### config.mk
export PLATFORM = sky130hd
export DESIGN_NAME = matrix_op_sequencer
export DESIGN_NICKNAME = d
export VERILOG_FILES = /design/src/rtl/matrix_pkg.sv /design/src/rtl/matrix_loop_counter.sv /design/src/rtl/matrix_op_sequencer.sv
export SDC_FILE = /design/constraint.sdc
export NUM_CORES = 1
export LEC_CHECK = 0
export CAP_MARGIN = 15
export CORE_MARGIN = 2
export CORE_UTILIZATION = 64
export DETAILED_ROUTE_END_ITERATION = 8
export DONT_BUFFER_PORTS = 1
export PLACE_DENSITY = 0.8
export SKIP_CTS_REPAIR_TIMING = 1
export SYNTH_ARGS = -nofsm -noshare
export SYNTH_HDL_FRONTEND = slang
export SYNTH_HIERARCHICAL = 1
export SYNTH_SLANG_ARGS = --single-unit
export TNS_END_PERCENT = 50
### constraint.sdc
create_clock -name clk -period 3.6 [get_ports clk]
set_clock_uncertainty 0.05 [all_clocks]
set_input_delay 0.72 -clock clk [delete_from_list [all_inputs] [get_ports clk]]
set_output_delay 0.72 -clock clk [all_outputs]
set_load 0.01 [all_outputs]
### src/rtl/matrix_pkg.sv
// Shared constants, op encodings and sequencer state type for the matrix operation sequencer.
package matrix_pkg;

    localparam int unsigned MAX_DIM = 5;
    localparam int unsigned ADDR_W  = 5;
    localparam int unsigned DIM_W   = 3;
    localparam int unsigned OP_W    = 4;

    localparam logic [OP_W-1:0] OP_TRANSPOSE = 4'b0001;
    localparam logic [OP_W-1:0] OP_ADD       = 4'b0010;
    localparam logic [OP_W-1:0] OP_SCALAR    = 4'b0100;
    localparam logic [OP_W-1:0] OP_MUL       = 4'b1000;
    localparam logic [OP_W-1:0] OP_CONV      = 4'b1111;

    typedef enum logic [2:0] {
        ST_IDLE,
        ST_CHECK,
        ST_RUN,
        ST_DRAIN,
        ST_DONE,
        ST_ERR
    } seq_state_e;

    // A dimension is usable when it is non-zero and fits the storage.
    function automatic logic dim_ok(input logic [DIM_W-1:0] d);
        return (d != '0) && (d <= DIM_W'(MAX_DIM));
    endfunction

endpackage

### src/rtl/matrix_loop_counter.sv
// Three-level i/j/k nested loop counter with wrap flags and running row bases (idx*MAX_DIM).
module matrix_loop_counter
    import matrix_pkg::*;
(
    input  logic              clk,
    input  logic              rst_n,
    input  logic              clr,
    input  logic              en,
    input  logic [DIM_W-1:0]  i_bound,
    input  logic [DIM_W-1:0]  j_bound,
    input  logic [DIM_W-1:0]  k_bound,
    output logic [DIM_W-1:0]  i_idx,
    output logic [DIM_W-1:0]  j_idx,
    output logic [DIM_W-1:0]  k_idx,
    output logic [ADDR_W-1:0] i_base,
    output logic [ADDR_W-1:0] j_base,
    output logic [ADDR_W-1:0] k_base,
    output logic              i_wrap_c,
    output logic              j_wrap_c,
    output logic              k_wrap_c
);

    assign i_wrap_c = (i_idx == i_bound - DIM_W'(1));
    assign j_wrap_c = (j_idx == j_bound - DIM_W'(1));
    assign k_wrap_c = (k_idx == k_bound - DIM_W'(1));

    // Innermost k advances every enabled cycle; bases step by the row stride.
    always_ff @(posedge clk) begin
        if (!rst_n || clr) begin
            i_idx  <= '0;
            j_idx  <= '0;
            k_idx  <= '0;
            i_base <= '0;
            j_base <= '0;
            k_base <= '0;
        end else if (en) begin
            if (k_wrap_c) begin
                k_idx  <= '0;
                k_base <= '0;
                if (j_wrap_c) begin
                    j_idx  <= '0;
                    j_base <= '0;
                    if (i_wrap_c) begin
                        i_idx  <= '0;
                        i_base <= '0;
                    end else begin
                        i_idx  <= i_idx + DIM_W'(1);
                        i_base <= i_base + ADDR_W'(MAX_DIM);
                    end
                end else begin
                    j_idx  <= j_idx + DIM_W'(1);
                    j_base <= j_base + ADDR_W'(MAX_DIM);
                end
            end else begin
                k_idx  <= k_idx + DIM_W'(1);
                k_base <= k_base + ADDR_W'(MAX_DIM);
            end
        end
    end

endmodule

### src/rtl/matrix_op_sequencer.sv
// Sequences transpose/add/scalar-mul/matrix-mul loops: operand reads, datapath qualifiers and result writes.
module matrix_op_sequencer
    import matrix_pkg::*;
(
    input  logic              clk,
    input  logic              rst_n,
    input  logic              start,
    input  logic [OP_W-1:0]   op_type,
    input  logic [DIM_W-1:0]  a_rows,
    input  logic [DIM_W-1:0]  a_cols,
    input  logic [DIM_W-1:0]  b_rows,
    input  logic [DIM_W-1:0]  b_cols,
    output logic              rd_en,
    output logic [ADDR_W-1:0] rd_addr_a,
    output logic [ADDR_W-1:0] rd_addr_b,
    output logic              dp_valid,
    output logic              dp_first,
    output logic              dp_last,
    output logic              wr_en,
    output logic [ADDR_W-1:0] wr_addr,
    input  logic              wr_ready,
    output logic [DIM_W-1:0]  res_rows,
    output logic [DIM_W-1:0]  res_cols,
    output logic              busy,
    output logic              done,
    output logic              error
);

    seq_state_e       state_q, state_d;
    logic [OP_W-1:0]  op_q;
    logic [DIM_W-1:0] a_rows_q, a_cols_q, b_rows_q, b_cols_q;

    logic [DIM_W-1:0]  i_idx, j_idx, k_idx;
    logic [ADDR_W-1:0] i_base, j_base, k_base;
    logic              i_wrap_c, j_wrap_c, k_wrap_c;
    logic              cnt_clr_c;
    logic              stall_c, issue_c, legal_c, last_term_c;
    logic              is_mul_c, is_tr_c;
    logic [ADDR_W-1:0] wr_addr_next_c;

    assign is_mul_c    = (op_q == OP_MUL);
    assign is_tr_c     = (op_q == OP_TRANSPOSE);
    assign stall_c     = wr_en && !wr_ready;
    assign issue_c     = (state_q == ST_RUN) && !stall_c;
    assign last_term_c = i_wrap_c && j_wrap_c && k_wrap_c;

    // Read strobe must drop in the same cycle a pending write is refused.
    assign rd_en = issue_c;

    // Element-wise ops run k over a single term so first/last coincide.
    matrix_loop_counter u_loop (
        .clk      (clk),
        .rst_n    (rst_n),
        .clr      (cnt_clr_c),
        .en       (issue_c),
        .i_bound  (a_rows_q),
        .j_bound  (is_mul_c ? b_cols_q : a_cols_q),
        .k_bound  (is_mul_c ? a_cols_q : DIM_W'(1)),
        .i_idx    (i_idx),
        .j_idx    (j_idx),
        .k_idx    (k_idx),
        .i_base   (i_base),
        .j_base   (j_base),
        .k_base   (k_base),
        .i_wrap_c (i_wrap_c),
        .j_wrap_c (j_wrap_c),
        .k_wrap_c (k_wrap_c)
    );

    assign rd_addr_a      = i_base + ADDR_W'(is_mul_c ? k_idx : j_idx);
    assign rd_addr_b      = (is_mul_c ? k_base : i_base) + ADDR_W'(j_idx);
    assign wr_addr_next_c = is_tr_c ? (j_base + ADDR_W'(i_idx)) : (i_base + ADDR_W'(j_idx));

    // Operation legality on the latched operands.
    always_comb begin
        logic dims_ok;
        dims_ok = dim_ok(a_rows_q) && dim_ok(a_cols_q) && dim_ok(b_rows_q) && dim_ok(b_cols_q);
        legal_c = 1'b0;
        case (op_q)
            OP_TRANSPOSE: legal_c = dims_ok;
            OP_SCALAR:    legal_c = dims_ok;
            OP_ADD:       legal_c = dims_ok && (a_rows_q == b_rows_q) && (a_cols_q == b_cols_q);
            OP_MUL:       legal_c = dims_ok && (a_cols_q == b_rows_q);
            OP_CONV:      legal_c = 1'b0;
            default:      legal_c = 1'b0;
        endcase
    end

    always_ff @(posedge clk) begin
        if (!rst_n) state_q <= ST_IDLE;
        else        state_q <= state_d;
    end

    always_comb begin
        state_d   = state_q;
        cnt_clr_c = 1'b0;
        case (state_q)
            ST_IDLE:  if (start) state_d = ST_CHECK;
            ST_CHECK: begin
                cnt_clr_c = 1'b1;
                state_d   = legal_c ? ST_RUN : ST_ERR;
            end
            ST_RUN:   if (issue_c && last_term_c) state_d = ST_DRAIN;
            ST_DRAIN: if (wr_en && wr_ready) state_d = ST_DONE;
            ST_DONE:  state_d = ST_IDLE;
            ST_ERR:   state_d = ST_IDLE;
            default:  state_d = ST_IDLE;
        endcase
    end

    // Status flags registered from the next state so they align with it.
    always_ff @(posedge clk) begin
        if (!rst_n) begin
            busy  <= 1'b0;
            done  <= 1'b0;
            error <= 1'b0;
        end else begin
            busy  <= (state_d != ST_IDLE);
            done  <= (state_d == ST_DONE);
            error <= (state_d == ST_ERR);
        end
    end

    always_ff @(posedge clk) begin
        if (!rst_n) begin
            op_q     <= '0;
            a_rows_q <= '0;
            a_cols_q <= '0;
            b_rows_q <= '0;
            b_cols_q <= '0;
        end else if (state_q == ST_IDLE && start) begin
            op_q     <= op_type;
            a_rows_q <= a_rows;
            a_cols_q <= a_cols;
            b_rows_q <= b_rows;
            b_cols_q <= b_cols;
        end
    end

    always_ff @(posedge clk) begin
        if (!rst_n) begin
            res_rows <= '0;
            res_cols <= '0;
        end else if (state_q == ST_CHECK && legal_c) begin
            res_rows <= is_tr_c ? a_cols_q : a_rows_q;
            res_cols <= is_tr_c ? a_rows_q : (is_mul_c ? b_cols_q : a_cols_q);
        end
    end

    // Datapath qualifier stage: one cycle behind the read, frozen while a write is refused.
    always_ff @(posedge clk) begin
        if (!rst_n) begin
            dp_valid <= 1'b0;
            dp_first <= 1'b0;
            dp_last  <= 1'b0;
            wr_en    <= 1'b0;
            wr_addr  <= '0;
        end else if (!stall_c) begin
            dp_valid <= issue_c;
            dp_first <= issue_c && (k_idx == '0);
            dp_last  <= issue_c && k_wrap_c;
            wr_en    <= issue_c && k_wrap_c;
            if (issue_c) wr_addr <= wr_addr_next_c;
        end
    end

endmodule
; Word-level counts from Yosys, hierarchy flattened
; Cells that the tools add are included.
[classes]
reduce_logical = 35
bitwise_logic = 1
order_cmp = 4
addsub = 13
n_eq_ne = 15
mux = 20
[op_table]
columns = operator, n
row1 = 3-bit two-way mux, 12
row2 = 5-bit two-way mux, 5
row3 = 5-bit by 3-bit adder with 5-bit output, 4
row4 = 1-bit logical AND, 20
row5 = 3-bit equality test, 6
row6 = "5-bit by 3-bit adder with 5-bit output, second input constant", 3
row7 = 3-bit nonzero test, 5
row8 = "3-bit less-or-equal comparator, second input constant", 4
row9 = 3-bit case mux with 4 select lines, 1
row10 = "3-bit by 1-bit adder with 3-bit output, second input constant", 3
row11 = "3-bit by 1-bit subtractor with 3-bit output, second input constant", 3
row12 = "3-bit by 2-bit equality test with 1-bit output, second input constant", 2
row13 = "3-bit equality test, second input constant", 2
row14 = 3-bit zero test, 2
row15 = "4-bit by 1-bit equality test with 1-bit output, second input constant", 1
row16 = "4-bit by 2-bit equality test with 1-bit output, second input constant", 1
row17 = "4-bit by 3-bit equality test with 1-bit output, second input constant", 1
row18 = "4-bit equality test, second input constant", 1
row19 = 2-bit AND reduction, 2
row20 = "3-bit by 1-bit equality test with 1-bit output, second input constant", 1
row21 = 1-bit zero test, 3
row22 = 1-bit case mux with 3 select lines, 1
row23 = 3-bit AND reduction, 1
row24 = 2-bit OR reduction, 1
row25 = other kinds (3), 3
[word_totals]
out_inout_bits = 29
regBits = 60
word_cells = 109
input_bits = 20

; Logic depth before layout (Yosys ltp)
; Gate-level depths: netlist (run 1).
[depth]
ltp_word = 11
depth_mapped = 12
mapped_depth_nobuf = 10

; Modules after synthesis
; The synthesis (run 1) kept the hierarchy.
[by_module_without_submodules]
columns = mod, cells_per_inst, area_each_um2, instances, seq_area_each_um2
row1 = matrix_op_sequencer, 264, 2323.5, 1, 720.7
row2 = matrix_loop_counter, 145, 1305.0, 1, 480.5

; Least setup slack after synthesis (run 1)
; OpenSTA, ideal clock, no wires.
[synth_timing]
path_type = register to output
from = reg op_q[2]
to = out rd_addr_b[4]
setup_slack_ns = 0.228
path_stages_with_launch = 10
arrival_ns = 2.602
n_path_buf = 2
required_ns = 2.830
path_cell_list = dfxtp_1 -> buf_6 -> nor4b_4 -> clkbuf_1 -> mux2_2 -> ha_1 -> fa_1 -> a21oi_1 -> nor2_1 -> xnor2_1
[synth_between]
elab_chain_len = 3
[synth_lines]
columns = item, line
row1 = start: declaration, matrix_op_sequencer.sv:30  ; logic [OP_W-1:0] op_q;
row2 = start signal: assignment, matrix_op_sequencer.sv:132  ; op_q <= op_type;
row3 = 4-bit equality test, matrix_op_sequencer.sv:41  ; assign is_mul_c = (op_q == OP_MUL);
row4 = 5-bit two-way mux, matrix_op_sequencer.sv:71  ; assign rd_addr_b = (is_mul_c ? k_base : i_base) + ADDR_W'(j_idx);
row5 = 5-bit by 3-bit adder with 5-bit output, matrix_op_sequencer.sv:71
row6 = end: declaration, matrix_op_sequencer.sv:15  ; output logic [ADDR_W-1:0] rd_addr_b,
; Every way passes these cells.

; Worst setup path after layout (run 1)
[layout_timing]
from = reg op_q[1]
to = out rd_addr_a[4]
[layout_between]
elab_chain_len = 3
[layout_lines]
columns = item, line
row1 = 4-bit equality test, matrix_op_sequencer.sv:41
row2 = 3-bit two-way mux, matrix_op_sequencer.sv:70  ; assign rd_addr_a = i_base + ADDR_W'(is_mul_c ? k_idx : j_idx);
row3 = 5-bit by 3-bit adder with 5-bit output, matrix_op_sequencer.sv:70
row4 = end: declaration, matrix_op_sequencer.sv:14  ; output logic [ADDR_W-1:0] rd_addr_a,
; Every way passes these cells.

==> impl_results.md, run 1 <==
* Ys async rst share at 0
* GP Congestion at 0.843
* Crit-path slowest cell: nor4b_4
* Top Layer Used: met4
* Starting Density at 0.659
* Layout cells sized above 1 at 0.115
* Crit path cell chain: nor4b_4 -> buf_4 -> mux2_2 -> ha_1 -> fa_1 -> a21o_1 -> nand2_1 -> xnor2_1
* Drt pass-1 iters at 4
* R2R Setup Slk at 0.47 ns
* RSZ-0062 raised after global routing: false
* Min-Delay Path Depth at 1
* Core Rows at 27
* Overall power at 1.40 mW
* DP HPWL at 5580 um
* Wire length per cell at 16.6 um
* H-tree depth at 3
* Crit path required time at 2.83 ns
* Outcome: finished clean
* Clock root buffer: clkbuf_8
* Reg-to-reg endpoint: state_q[0]
* Vert. Die Dim at 79.3 um
* Worst-path clk slew at 0.07 ns
* Most common cell after layout, fill and taps aside: nand2_1
* Met2 WL at 3830 um
* DRC marker count from the first detailed-route iteration at 153
* Reg power frac at 0.506
* Layout area overhead at 6.45%
* Clock net sink count at 60
* Slew headroom at 0.498
* Commonest cells after routing, fill and taps aside: 62 x nand2_1, 60 x dfxtp_1, 25 x a21oi_1
* FF-to-FF path depth at 12
* Port Buf Inserts at 0
* Post-placement worst setup slack at 0.496 ns
* Later-pin clock latency in the skew report at 0.36 ns
* DIE AREA at 6290 um2
* PD cells at 364 nW/um2
* Slew @ Worst Pin at 0.752 ns
* Worst setup margin at 0.124 ns
* Total global-route track usage at 0.267
* CP bufs+invs at 1
* Cell Area, Placed at 3670 um2
* Hold Path End: wr_addr[2]
* Metal3 WL at 362 um
* Kind of cell adding the most delay to the critical path: adder cells
* Min-delay src: rst_n
* Drt via density at 6.10
* Util after Layout at 0.701
* TritonCTS clock tree: done
* Crit end category: output port
* First-pass GRT wire length at 13000 um
* CTS Buf Count at 9
* Sw Share at 0.269
* Class of the worst hold path: input port to register
* Initial antenna violation count at 0
* Vias in the first global route at 2722
* Critical setup path kind: register to output port
* Int Pwr at 1.03 mW
* EDFF count, synth at 0
* Placed Instances at 465
* Total gr overflow at 0
* Setup-failing EPs final at 0
* IO Count at 49
* Fin cells at 482
* Max Root-Sink Buffers at 2
* Max_cap viols at 0
* DR vias at 2940
* Syn nets at 454
* Netlist Area Pre-Place at 3630 um2
* Ys flop type: dfxtp_1
* Combinational fraction of design power at 0.099
* Min Tclk post-route at 3.48 ns
* Final setup TNS at 0 ns
* Worst reg2reg startpoint: op_q[1]
* Cell taking the most area after synthesis: dfxtp_1
* Clk network pwr share at 0.394
* Layout fillers at 434
* Max Clock Freq at 288 MHz
* Final antenna-violating net count at 0
* #FFs+latches synth at 60
* Crit path launch type: register
* Synth unique cells at 54
* Die width at 79.3 um
* CP max stage delay at 0.42 ns
* Post-Syn Area per Cell at 8.87 um2
* Slew Limit Fails at 0
* Routed WL at 8010 um
* Syn Inst Count at 409
* Pin count of the biggest net entering global routing at 42
* Sequential fraction of the synthesis area at 0.331
* Pleak at 1.60 nW
* Number of synthesis warnings at 6
* Switching pwr at 378 uW
* DRC violation count after routing at 0
* Fin nets at 451
* Final Hold Viols at 0
* CP Max Fanout at 5
* WL met1 at 3600 um
* Synth area leaders: dfxtp_1 33%, ha_1 7.2%, nand2_1 6.4%
* Critical Path AT at 2.71 ns
* Peak VDD IR at 0.201 mV
* Period utilisation layout at 0.965
* Post-synth top area share at 0.331
* Core box area at 5510 um2
* Worst hold margin at 0.448 ns
* Final Cell Area at 3860 um2
* Diode count at 0
## cells by family after synthesis
logic type,Yosys count,share of synthesized area
simple gates,139,0.199
compound gates,90,0.169
flops,60,0.331
buf+inv,37,0.0435
xor+xnor,35,0.0959
fa+ha+maj,25,0.0945
mux,23,0.0669
## metal layers
metal / global-route usage / vias to the layer above
li1: - / 1433
met1: 0.322 / 1416
met2: 0.447 / 73
met3: 0.0636 / 18
met4: 0.126 / 0
met5: 0 / -
## how the worst max path moves through the flow
stage / slack, ns / to / from / cells after the start
after floorplan: 0.23 / rd_addr_b[4] / op_q[2] / 9
after global placement: 0.56 / rd_addr_b[4] / op_q[2] / 7
after detailed placement: 0.50 / rd_addr_b[4] / op_q[2] / 7
after CTS: 0.11 / rd_addr_b[4] / op_q[2] / 7
after global routing: 0.03 / rd_addr_a[4] / op_q[1] / 8
final: 0.12 / rd_addr_a[4] / op_q[1] / 8
## sequential cells by signal, indices dropped and copies added (netlist names), 4 cells and up
signal and cells:
op_q 4, u_loop/i_base 5, u_loop/j_base 5, u_loop/k_base 5, wr_addr 5
## area by class of cell
cell class,count,area [um2],share of cell area
clock buffer,11,151,0.0392
clock inverter,4,25.0,0.00648
inverter,15,56.3,0.0146
multi-input combinational,312,2280,0.590
sequential,60,1200,0.311
tap,72,90.1,0.0233
timing repair buffer,8,60.1,0.0155
## power groups by stage
stage | sequential, mW | combinational [mW] | clock [mW]
floorplan | 0.712 | 0.124 | 0
global placement | 0.724 | 0.134 | 0
detailed placement | 0.725 | 0.136 | 0
CTS | 0.711 | 0.137 | 0.554
global route | 0.714 | 0.154 | 0.595
finish | 0.711 | 0.139 | 0.554
## cells in the mapped netlist, drive strengths merged, types with 5 or more instances
| cell | instances |
|---|---|
| mux2 | 10 |
| nand3 | 8 |
| mux2i | 13 |
| nand2 | 63 |
| ha | 21 |
| nor2b | 11 |
| o21ai | 13 |
| or3 | 7 |
| a21oi | 25 |
| o211ai | 6 |
| xnor2 | 15 |
| inv | 15 |
| clkbuf | 14 |
| a21boi | 17 |
| dfxtp | 60 |
| nor3 | 9 |
| a21o | 5 |
| nor2 | 14 |
| nand2b | 6 |
| buf | 8 |
| xor2 | 17 |
| a32o | 5 |
(Power assumes the default switching activity.)
==> inputs of run 2 (changes only) <==
--- a/config.mk
+++ b/config.mk
@@ -7,10 +7,10 @@
 export LEC_CHECK = 0
 export CAP_MARGIN = 15
 export CORE_MARGIN = 2
-export CORE_UTILIZATION = 64
+export CORE_UTILIZATION = 65
 export DETAILED_ROUTE_END_ITERATION = 8
 export DONT_BUFFER_PORTS = 1
-export PLACE_DENSITY = 0.8
+export PLACE_DENSITY = 0.81
 export SKIP_CTS_REPAIR_TIMING = 1
 export SYNTH_ARGS = -nofsm -noshare
 export SYNTH_HDL_FRONTEND = slang
==> constraint.sdc (replaced) <==
create_clock -name clk -period 4.45 [get_ports clk]
set_clock_uncertainty 0.05 [all_clocks]
set_input_delay 0.89 -clock clk [delete_from_list [all_inputs] [get_ports clk]]
set_output_delay 0.89 -clock clk [all_outputs]
set_load 0.01 [all_outputs]
==> run 2 against run 1 <==
Via count shrank 1.5%. Total power down 21%. Core utilization grew 0.18 points. Die area decreased by 1.5%. Sequential cell count unchanged. Routed wire length decreased by 2.4%. First-iteration DRC count down 18%. Highest routed layer unchanged.
==> impl_results.md, run 2 (synthesis gave the netlist of run 1 again) <==
* Final setup TNS at 0 ns (unchanged)
* Met2 WL at 3650 um (-4.6%)
* Sw Share at 0.268 (-0.00104)
* Routed WL at 7810 um (-2.4%)
* Most common cell after layout, fill and taps aside: nand2_1
* Placed Instances at 463 (-0.43%)
* Max Root-Sink Buffers at 2 (unchanged)
* Final Cell Area at 3820 um2 (-0.97%)
* Crit path cell chain: nor4b_4 -> mux2_2 -> ha_1 -> fa_1 -> a21oi_1 -> nor2_1 -> xnor2_1
* Die width at 78.7 um (-0.73%)
* Top Layer Used: met4
* Diode count at 0 (unchanged)
* Slew @ Worst Pin at 0.753 ns (+0.00135 ns)
* Footprint of the multi-input gates at 2280 um2 (unchanged)
* Critical Path AT at 2.80 ns (+0.09 ns)
* Core Rows at 27 (unchanged)
* Combinational fraction of design power at 0.101 (+0.002)
* Max Clock Freq at 267 MHz
* Fin nets at 447 (-0.89%)
* Max_cap viols at 0 (unchanged)
* Outcome: finished clean
* First-pass GRT wire length at 13000 um (-0.22%)
* Clk network pwr share at 0.383 (-0.011)
* Slew headroom at 0.496 (-0.00137)
* Crit path launch type: register
* Peak VDD IR at 0.223 mV (+11%)
* Wire length per cell at 16.3 um (-1.8%)
* Starting Density at 0.667 (+0.00819)
* Period utilisation layout at 0.841
* Cell Area, Placed at 3660 um2 (-0.41%)
* Final antenna-violating net count at 0 (unchanged)
* CP max stage delay at 0.59 ns (+0.17 ns)
* Seq. cell area at 1200 um2 (unchanged)
* Metal3 WL at 436 um (+20%)
* Min Tclk post-route at 3.74 ns
* CTS Buf Count at 9 (unchanged)
* Worst-path clk slew at 0.07 ns (about the same)
* Slew Limit Fails at 0 (unchanged)
* Vias in the first global route at 2715 (-0.26%)
* Final Hold Viols at 0 (unchanged)
* WL met1 at 3590 um (-0.50%)
* Reg power frac at 0.517 (+0.011)
* TritonCTS clock tree: done
* Setup-failing EPs final at 0 (unchanged)
* Layout fillers at 445 (+2.5%)
* DRC marker count from the first detailed-route iteration at 126 (-18%)
* Initial antenna violation count at 0 (unchanged)
* DIE AREA at 6200 um2 (-1.5%)
* Drt via density at 6.05 (-0.88%)
* Layout area overhead at 5.41%
* PD cells at 291 nW/um2 (-20%)
* DRC violation count after routing at 0 (unchanged)
* Int Pwr at 815 uW (-21%)
* DP HPWL at 5630 um (+0.81%)
* Clock root buffer: clkbuf_8
* Total global-route track usage at 0.269 (+0.00174)
* Fin cells at 479 (-0.62%)
* H-tree depth at 3 (unchanged)
* Clock net sink count at 60 (unchanged)
* Worst hold margin at 0.455 ns (+0.00665 ns)
* Class of the worst hold path: register to register
* Pin count of the biggest net entering global routing at 42 (unchanged)
* RSZ-0062 raised after global routing: false
* GP Congestion at 0.853 (+1.2%)
* Core box area at 5440 um2 (-1.2%)
* Commonest cells after routing, fill and taps aside: 62 x nand2_1, 60 x dfxtp_1, 25 x a21oi_1
* Pleak at 1.58 nW (-1.2%)
* Crit end category: output port
* Port Buf Inserts at 0 (unchanged)
* Overall power at 1.11 mW (-21%)
* Drt pass-1 iters at 4 (unchanged)
* Total gr overflow at 0 (unchanged)
* DR vias at 2896 (-1.5%)
* Later-pin clock latency in the skew report at 0.34 ns (-0.02 ns)
* Layout cells sized above 1 at 0.106 (-0.00898)
* Crit-path slowest cell: nor4b_4
* Crit path required time at 3.51 ns (+0.68 ns)
* Vert. Die Dim at 78.7 um (-0.73%)
* Switching pwr at 298 uW (-21%)
* Critical setup path kind: register to output port
* IO Count at 49 (unchanged)
* CP Max Fanout at 8 (+3)
run 2: cell count changes in the layout (fill, tap and decap cells not counted), sizes merged:
cell	delta
clkinvlp	-1
buf	-4
clkinv	+2
run 2: power groups by stage:
stage	sequential (mW)	clock (mW)	combinational, mW
after floorplan	0.576	0	0.100
final	0.575	0.426	0.112
after detailed placement	0.587	0	0.110
after global placement	0.586	0	0.106
after global routing	0.577	0.461	0.123
after CTS	0.575	0.436	0.111
run 2: worst paths after layout:
kind	slack (ns)	startpoint	depth (start not counted)	to
min reg2reg	0.45	u_loop/j_base[4]	2	u_loop/j_base[4]
max reg2reg	0.92	op_q[2]	9	u_loop/i_base[3]
min	0.45	u_loop/j_base[4]	2	u_loop/j_base[4]
max	0.71	op_q[2]	7	rd_addr_b[4]
run 2: worst max-delay path: cells and delay by family (launching register included):
kind,cells,cell delay [ns]
xor gates and xnor gates,1,0.28
and+or+nand+nor,2,0.65
adders and majority gates,2,0.60
DFF,1,0.38
AOI/OAI and AO/OA,1,0.14
muxes,1,0.40
run 2: layer usage:
metal / global-route usage / up-vias
met2: 0.425 / 88
met5: 0 / -
li1: - / 1431
met1: 0.350 / 1362
met4: 0.0982 / 0
met3: 0.0773 / 15
run 2: cell type report:
type,count,area share
tap,72,0.0236
inverter,15,0.0147
timing repair buffer,4,0.00785
clock buffer,11,0.0370
sequential,60,0.314
clock inverter,5,0.00720
multi-input combinational,312,0.596
run 2: stage by stage:
step | setup slack, ns | util
floorplan | 0.908 | -
global placement | 1.11 | 0.672
detailed placement | 0.999 | 0.672
CTS | 0.684 | 0.703
global route | 0.521 | 0.703
finish | 0.706 | 0.703
